### src/rtl/fpu_sequencer.sv
// Multicycle sequencer for the iterative FPU datapath: load, N iterate cycles, write-back.
// Optional feature macro: FPU_DIV_EN makes FPUOp=11 a legal FDIV taking DIV_CYCLES iterations.
module fpu_sequencer #(
  parameter int unsigned ADD_CYCLES = 3,
  parameter int unsigned MUL_CYCLES = 4,
  parameter int unsigned DIV_CYCLES = 12
) (
  input  logic       clk_i,
  input  logic       rst_ni,
  input  logic       start_i,
  input  logic [1:0] fpu_op_i,
  input  logic       flush_i,
  output logic       op_load_o,
  output logic       fpu_step_o,
  output logic       result_wen_o,
  output logic [1:0] fpu_op_q_o,
  output logic       busy_o,
  output logic       done_o,
  output logic       illegal_o
);

  typedef enum logic [1:0] {
    StIdle = 2'b00,
    StLoad = 2'b01,
    StExec = 2'b10,
    StWb   = 2'b11
  } state_e;

  if (ADD_CYCLES == 0 || ADD_CYCLES > 15 || MUL_CYCLES == 0 || MUL_CYCLES > 15 ||
      DIV_CYCLES == 0 || DIV_CYCLES > 15) begin : gen_param_check
    $error("fpu_sequencer: cycle-count parameters must lie in 1..15");
  end

  state_e     state_q, state_d;
  logic [3:0] cnt_q, cnt_d;
  logic [1:0] op_q, op_d;
  logic       illegal_q, illegal_d;

  logic       op_legal;
  logic [3:0] op_cycles_m1;

  // Counter preload is N-1 so that the EXEC phase lasts exactly N cycles.
  always_comb begin
    op_legal     = 1'b1;
    op_cycles_m1 = 4'(ADD_CYCLES - 1);
    case (fpu_op_i)
      2'b00, 2'b01: op_cycles_m1 = 4'(ADD_CYCLES - 1);
      2'b10:        op_cycles_m1 = 4'(MUL_CYCLES - 1);
      default: begin
`ifdef FPU_DIV_EN
        op_cycles_m1 = 4'(DIV_CYCLES - 1);
`else
        op_legal = 1'b0;
`endif
      end
    endcase
  end

  always_comb begin
    state_d   = state_q;
    cnt_d     = cnt_q;
    op_d      = op_q;
    illegal_d = 1'b0;

    unique case (state_q)
      StIdle: begin
        if (start_i) begin
          if (op_legal) begin
            state_d = StLoad;
            op_d    = fpu_op_i;
            cnt_d   = op_cycles_m1;
          end else begin
            illegal_d = 1'b1;
          end
        end
      end
      StLoad: state_d = StExec;
      StExec: begin
        if (cnt_q == 4'd0) begin
          state_d = StWb;
        end else begin
          cnt_d = cnt_q - 4'd1;
        end
      end
      StWb: state_d = StIdle;
      default: state_d = StIdle;
    endcase

    // Flush overrides everything, including a request arriving in the same IDLE cycle.
    if (flush_i) begin
      state_d   = StIdle;
      cnt_d     = 4'd0;
      op_d      = op_q;
      illegal_d = 1'b0;
    end
  end

  always_ff @(posedge clk_i or negedge rst_ni) begin
    if (!rst_ni) begin
      state_q   <= StIdle;
      cnt_q     <= 4'd0;
      op_q      <= 2'b00;
      illegal_q <= 1'b0;
    end else begin
      state_q   <= state_d;
      cnt_q     <= cnt_d;
      op_q      <= op_d;
      illegal_q <= illegal_d;
    end
  end

  always_comb begin
    op_load_o    = (state_q == StLoad);
    fpu_step_o   = (state_q == StExec);
    result_wen_o = (state_q == StWb);
    done_o       = (state_q == StWb);
    busy_o       = (state_q != StIdle);
    fpu_op_q_o   = op_q;
    illegal_o    = illegal_q;
  end

endmodule

### config.mk
export PLATFORM = sky130hd
export DESIGN_NAME = fpu_sequencer
export DESIGN_NICKNAME = d
export VERILOG_FILES = /design/src/rtl/fpu_sequencer.sv
export SDC_FILE = /design/constraint.sdc
export NUM_CORES = 1
export LEC_CHECK = 0
export CELL_PAD_IN_SITES_DETAIL_PLACEMENT = 1
export CELL_PAD_IN_SITES_GLOBAL_PLACEMENT = 2
export CORE_MARGIN = 2
export CORE_UTILIZATION = 28
export CTS_CLUSTER_DIAMETER = 100
export CTS_CLUSTER_SIZE = 28
export DETAILED_ROUTE_END_ITERATION = 16
export PLACE_DENSITY = 0.82
export SYNTH_ARGS = -nofsm -noshare
export SYNTH_HDL_FRONTEND = slang
export SYNTH_SLANG_ARGS = --single-unit
### constraint.sdc
create_clock -name clk_i -period 2.1 [get_ports clk_i]
set_input_delay 0.42 -clock clk_i [delete_from_list [all_inputs] [get_ports clk_i]]
set_output_delay 0.42 -clock clk_i [all_outputs]
set_load 0.01 [all_outputs]
Word level (Yosys, flattened, before mapping)
Index checks and enable logic that the tools add are counted.

Word-level logic and storage cells: 40. Output and inout port bits: 8. Register bits after elaboration: 9. Input bits: 6.

Reductions and logical operators: 9. Bitwise gates (word level): 1. Equality and inequality tests: 9. Multiplexer cells: 16. $add $sub $neg: 1.

Operator list (number): 2-to-1 mux 4 bit (4); inequality test 3 bit, second input constant (3); 2-to-1 mux 2 bit (4); one-hot mux 2 bit (4 select lines) (1); one-hot mux 4 bit (2 select lines) (1); AND reduction 4 bit (2); == test 2 bit, second input constant (3); 2-to-1 mux 1 bit (6); == test 2 x 1 -> 1 bit, second input constant (2); zero test 2 bit (2); zero test 4 bit (1); subtractor 4 x 1 -> 4 bit, second input constant (1); inequality test 3 x 2 -> 1 bit, second input constant (1); AND reduction 3 bit (1); nonzero test 3 bit (1); OR reduction 3 bit (1); nonzero test 2 bit (1); inverter 1 bit (1).

Logic depth before layout (Yosys ltp)
Gate-level depths: netlist of the first run.

Depth in word-level cells: 7. Mapped depth: 7. Depth with buffers taken out: 6.

Least setup slack after synthesis of the first run
No wires, ideal clock.

Path type: reg2reg. Start: reg cnt_q[0]. End: reg state_q[1]. Stages on the path, launching flop included: 8. Data required time: 1.961 ns. Library setup time: 0.139 ns. Path slack: 0.490 ns. Arrival: 1.471 ns. Path buffers: 1. Period minus slack after synthesis: 1.610 ns. Cell sequence: dfrtp_1 inv_1 ha_1 or3b_1 buf_6 and3_4 a31oi_1 o22ai_1.

Word-level cells in the longest chain between the ends: 3.

Ends and longest elaborated chain: start, declared (line 35) `logic [3:0] cnt_q, cnt_d;`; start signal, assigned (line 106) `cnt_q <= cnt_d;`; zero test 4 bit (line 79) `if (cnt_q == 4'd0) begin`; inequality test 3 x 2 -> 1 bit (no source line); AND reduction 3 bit (no source line); end signal, assigned (line 100) `state_q <= StIdle;`; end signal, assigned (line 105) `state_q <= state_d;`; end, declared (line 34) `state_e state_q, state_d;`.

No other way between the ends. A chain may end at the register's enable or synchronous reset.

Final worst setup path of the first run
Start: reg state_q[0]. End: out busy_o.

Word-level cells in the longest chain between the ends: 1.

Ends and longest elaborated chain: nonzero test 2 bit (line 117) `busy_o = (state_q != StIdle);`; end, declared (line 17) `output logic busy_o,`.

No other way between the ends.

==> metrics.md, run 1 <==
| Metric | Value |
|---|---|
| Status | finished clean |
| Tightest Hold Check Type | primary input to async pin |
| Max_slew headroom | 69.33% |
| Chip Width | 50.36 um |
| Area growth, synth to finish | 33.06% |
| Total Routing Usage GR | 14.12% |
| Worst-path clk slew | 0.07 ns |
| Max-cap violations | 0 |
| Total number of vias | 543 |
| Post-layout net count | 96 |
| Kind of end point of the critical path | output pin |
| I/O Buffers | 13 |
| Drt drc | 0 |
| Slew Viols, Final | 0 |
| Core ar. | 2002 um^2 |
| Yosys warns | 0 |
| Clock Skews | 0.005602 ns |
| Setup violations, final | 0 |
| Io pins | 14 |
| N_diodes | 0 |
| Seq/Total Area, Yosys | 37.42% |
| CTS Buf Count | 3 |
| Initial antenna violation count | 0 |
| VDD IR-drop max | 0.5272 mV |
| H-tree depth | 1 |
| WP data arrival | 1.56 ns |
| Crit path required time | 1.68 ns |
| Final WL | 1500 um |
| Cells after DPL | 104 |
| Wire length per cell | 13.64 um |
| Die area | 2536 um^2 |
| Commonest non-fill, non-tap cells in the layout | 13 x clkdlybuf4s50_1, 10 x nor2_1, 8 x dfrtp_1 |
| Global route overflow | 0 |
| Vias in the first global route | 572 |
| TritonCTS clock tree | done |
| Initial Util | 30.06% |
| RePlAce Congestion | 0.7441 |
| Final std cells w/o fill | 110 |
| RSZ-0062 raised after global routing | no |
| Cell Pwr Density | 1261 nW/um^2 |
| Worst-Skew Late Latency | 0.26 ns |
| Layout cell share with drive strength beyond 1 | 14.46% |
| Synthesis-stage register bit count | 9 |
| Post-route antenna net violation count | 0 |
| Die Span Y | 50.36 um |
| Pleak | 0.3434 nW |
| Final hold slack | 0.4703 ns |
| Pre-CTS setup slack | 0.1867 ns |
| Most common cell after layout, fill and taps aside | clkdlybuf4s50_1 |
| Net count of the mapped netlist | 77 |
| Min Tclk post-route | 1.975 ns |
| Slack of the critical path | 0.1248 ns |
| Worst Path Max Fanout | 5 |
| Final Hold Violating Endpoints | 0 |
| Max Fclk | 506.3 MHz |
| Detailed placement HPWL | 1178 um |
| Final Power | 1.009 mW |
| TritonRoute pass-1 iters | 4 |
| Crit path kind | register to output pin |
| Syn Inst Count | 65 |
| FILL cells | 251 |
| Post-Syn Area per Cell | 9.259 um^2 |
| Top_reg_cell synth | dfrtp_1 |
| Critical path launch point type | register |
| Mapped Area | 601.8 um^2 |
| EDFF count, synth | 0 |
| Initial DRC count | 3 |
| Placed Area | 758.2 um^2 |
| Largest net degree at the start of global routing | 11 |
| Fin area | 800.8 um^2 |
| First-pass GRT wire length | 2642 um |
| Post-synth ARST share | 100.0% |
| Worst slew pin tran | 0.4586 ns |
| Longest Clk Path Bufs | 2 |
| Via density per instance | 4.936 |
| Final Cycle Share | 94.06% |
| Root buf cell | clkbuf_4 |
| # clock sinks | 9 |
| Standard-cell rows | 16 |
| Post-layout util | 40.00% |
| Final setup TNS | 0 ns |
| Count of cell types in the netlist | 29 |
## cells in the mapped netlist, types with 2 or more instances
library cell,n,area [um^2]
nor2_1,10,37.54
dfrtp_1,9,225.2
ha_1,6,75.07
nand2_1,6,22.52
inv_1,5,18.77
o22ai_1,3,18.77
a31oi_1,2,12.51
nand2b_1,2,12.51
o21ai_0,2,10.01
## report_power, final
group | switching (mW) | internal (mW)
Combinational | 0.308 | 0.298
Sequential | 0.0353 | 0.229
Clock | 0.0657 | 0.0734
Total | 0.409 | 0.601
## cells by family (layout without fill, tap and decap cells)
kind of cell	count (synthesis)	after routing	synth area share, %
buffers and inverters	8	26	6.861
DFF	9	9	37.42
adders and majority gates	6	6	12.47
and+or+nand+nor	27	27	23.29
AOI/OAI and AO/OA	15	15	19.96
## final cells by class
class	count	area [um^2]	share of cell area [%]
Timing Repair Buffer	17	160.2	20.00
Sequential cell	9	226.5	28.28
Tap cell	27	33.78	4.219
Inverter	5	18.77	2.344
Multi-Input combinational cell	48	335.3	41.88
Clock buffer	4	26.28	3.281
## state kept, by name, summed over array words and instances (netlist names)
| signal | cells |
|---|---|
| illegal_o | 1 |
| state_q | 2 |
| cnt_q | 4 |
| fpu_op_q_o | 2 |
## metal layers
metal  vias to the layer above  track usage [%]  part of all wire, %  wire length, um
met5                         -                0                    0                0
met3                         0            5.655                  4.1               62
met2                         8            23.25                   52              778
met4                         0            2.703                    0                0
met1                       267            17.47                   44              660
li1                        268                -                    -                -
## worst paths after layout
check	startpoint	endpoint	slack, ns	depth (start not counted)
min reg2reg	fpu_op_q_o[1]	fpu_op_q_o[1]	0.50	2
min	rst_ni	cnt_q[0]	0.47	1
min in group clk_i	fpu_op_q_o[1]	fpu_op_q_o[1]	0.50	2
max in group asynchronous	rst_ni	state_q[0]	1.29	1
max	state_q[0]	busy_o	0.12	4
max reg2reg	cnt_q[0]	state_q[1]	0.32	6
## repair_timing
item | 4_1_cts | 5_1_grt
resized for setup | 1 | 1
setup buffers | 1 | 1
endpoints found under the setup margin | 1 | 1
hold buffers | 0 | 0
gates cloned | 0 | 0
## critical path: stages (launching register included)
cell             delay, ns
dfrtp_2               0.38
inv_2                 0.07
ha_1                  0.23
inv_1                 0.08
clkdlybuf4s50_1       0.54
Note: power is estimated with default switching activity, not from simulation.
==> inputs of run 2 (changes only) <==
CORE_ASPECT_RATIO = 0.7   (was not set)
==> metrics.md, run 2 (same netlist as run 1, synthesis figures left out) <==
| Metric | Value |
|---|---|
| Status | finished clean |
| Initial antenna violation count | 0 (unchanged) |
| CP top delay family | buffers and inverters |
| Crit path required time | 1.68 ns (about the same) |
| Most common cell after layout, fill and taps aside | clkdlybuf4s50_1 |
| Kind of end point of the critical path | output pin |
| Largest net degree at the start of global routing | 10 (-1) |
| Commonest non-fill, non-tap cells in the layout | 13 x clkdlybuf4s50_1, 10 x nor2_1, 8 x dfrtp_1 |
| Max FFs per register | 4 (unchanged) |
| Worst-path clk slew | 0.07 ns (about the same) |
| Worst slew pin tran | 0.4452 ns (-0.01334 ns) |
| Post-layout net count | 96 (unchanged) |
| Final setup TNS | 0 ns (unchanged) |
| Initial Util | 31.09% (+1.0 points) |
| Drt drc | 0 (unchanged) |
| RePlAce Congestion | 0.8029 (+7.9%) |
| Post-layout util | 41.18% (+1.2 points) |
| CTS Buf Count | 3 (unchanged) |
| Longest Clk Path Bufs | 2 (unchanged) |
| Final WL | 1553 um (+3.5%) |
| Post-route antenna net violation count | 0 (unchanged) |
| Clock Skews | 0.002901 ns (-0.002701 ns) |
| Tightest Hold Check Type | primary input to async pin |
| WP data arrival | 1.63 ns (+0.07 ns) |
| Initial DRC count | 8 (+5) |
| Cell Chain, Critical Path | inv_2 -> ha_2 -> clkdlybuf4s50_1 |
| Crit path kind | register to output pin |
| VDD IR-drop max | 0.4952 mV (-6.1%) |
| Pleak | 0.3412 nW (-0.63%) |
| Final Hold Violating Endpoints | 0 (unchanged) |
| Io pins | 14 (unchanged) |
| Die Span Y | 42.79 um (-15%) |
| Area growth, synth to finish | 32.43% |
| Layout cell share with drive strength beyond 1 | 15.66% (+1.2 points) |
| Slowest CP cell | clkdlybuf4s50_1 |
| Max Fclk | 488.1 MHz (-3.6%) |
| Worst Path Max Fanout | 6 (+1) |
| Detailed placement HPWL | 1187 um (+0.72%) |
| Die area | 2542 um^2 (+0.24%) |
| Via density per instance | 5.048 (+2.3%) |
| Vias in the first global route | 539 (-5.8%) |
| Final Power | 1.008 mW (-0.12%) |
| Total number of vias | 530 (-2.4%) |
| Standard-cell rows | 13 (-3) |
| Buf/Inv on CP | 2 (-1) |
| Core ar. | 1936 um^2 (-3.3%) |
| I/O Buffers | 13 (unchanged) |
| TritonCTS clock tree | done |
| Wire length per cell | 14.79 um (+8.5%) |
| Worst-Skew Late Latency | 0.26 ns (about the same) |
| FF/Latch Area | 226.5 um^2 (unchanged) |
| Critical path launch point type | register |
| H-tree depth | 1 (unchanged) |
| # clock sinks | 9 (unchanged) |
| Global route overflow | 0 (unchanged) |
| TritonRoute pass-1 iters | 2 (-2) |
| Multi-input logic area | 337.8 um^2 (+0.75%) |
| Chip Width | 59.41 um (+18%) |
| N_diodes | 0 (unchanged) |
| Setup violations, final | 0 (unchanged) |
| Largest stage delay, worst path | 0.56 ns (+0.02 ns) |
| Post-CTS Hold Fix Bufs | 0 (unchanged) |
| Slew Viols, Final | 0 (unchanged) |
| Min Tclk post-route | 2.049 ns (+0.07364 ns) |
| Largest Register | cnt_q |
| Total Routing Usage GR | 13.42% (-0.69 points) |
| Cell Pwr Density | 1265 nW/um^2 (+0.35%) |
| Final hold slack | 0.4666 ns (-0.003671 ns) |
| Root buf cell | clkbuf_4 |
| Max_slew headroom | 70.23% (+0.89 points) |
| Max-cap violations | 0 (unchanged) |
| First-pass GRT wire length | 2532 um (-4.2%) |
| Final Cycle Share | 97.56% (+3.5 points) |
| RSZ-0062 raised after global routing | no |
| FILL cells | 229 (-8.8%) |
## run 2: cell types whose count changed in the layout (fill, tap and decap cells not counted)
cell / before / now
ha_1: 6 / 5
ha_2: 0 / 1
## run 2: cell type report
| cell class | count | share of cell area (%) |
|---|---|---|
| clock buffers | 4 | 3.297 |
| flip-flops and latches | 9 | 28.41 |
| well taps | 22 | 3.454 |
| multi-input cells | 48 | 42.39 |
| inverters | 5 | 2.355 |
| repair buffers | 17 | 20.09 |
## run 2: through the flow
step | area (um^2) | cells | setup slack, ns
5_1_grt | 797.0 | 105 | 0.006630
3_5_place_dp | 752.0 | 99 | 0.1393
2_1_floorplan | 601.8 | 65 | 0.4901
4_1_cts | 782.0 | 103 | 0.009949
6_report | 797.0 | 105 | 0.05116
3_3_place_gp | 752.0 | 99 | 0.1280
## run 2: final timing paths
path / startpoint / end / slack (ns) / depth (start not counted)
hold reg to reg: fpu_op_q_o[1] / fpu_op_q_o[1] / 0.53 / 2
min in group clk_i: fpu_op_q_o[1] / fpu_op_q_o[1] / 0.53 / 2
max in group asynchronous: rst_ni / state_q[0] / 1.30 / 1
setup / recovery: state_q[0] / fpu_step_o / 0.05 / 3
setup reg to reg: cnt_q[0] / cnt_q[0] / 0.31 / 6
hold / removal: rst_ni / illegal_o / 0.47 / 1
## run 2: metal layers
metal | wire length (um) | track usage (%)
met5 | 0 | 0
met2 | 651 | 17.14
met1 | 831 | 20.30
met4 | 0 | 1.364
met3 | 70 | 6.707
## run 2: where the power goes
| part | switching [mW] | internal, mW | leakage [nW] |
|---|---|---|---|
| clock | 0.0661 | 0.0734 | 0.0150 |
| combinational | 0.305 | 0.294 | 0.211 |
| sequential | 0.0405 | 0.229 | 0.116 |
| total | 0.412 | 0.596 | 0.341 |
## run 2: timing repair
item                       in CTS  in global routing
resized for setup               3                  0
setup endpoints to repair       2                  2
buffers inserted                0                  2
gates cloned                    0                  0
==> inputs of run 3 (changes only) <==
CTS_CLUSTER_SIZE = 25   (was 28)
==> results of run 3 <==
Final layout, timing and power as in run 2 (identical DEF).
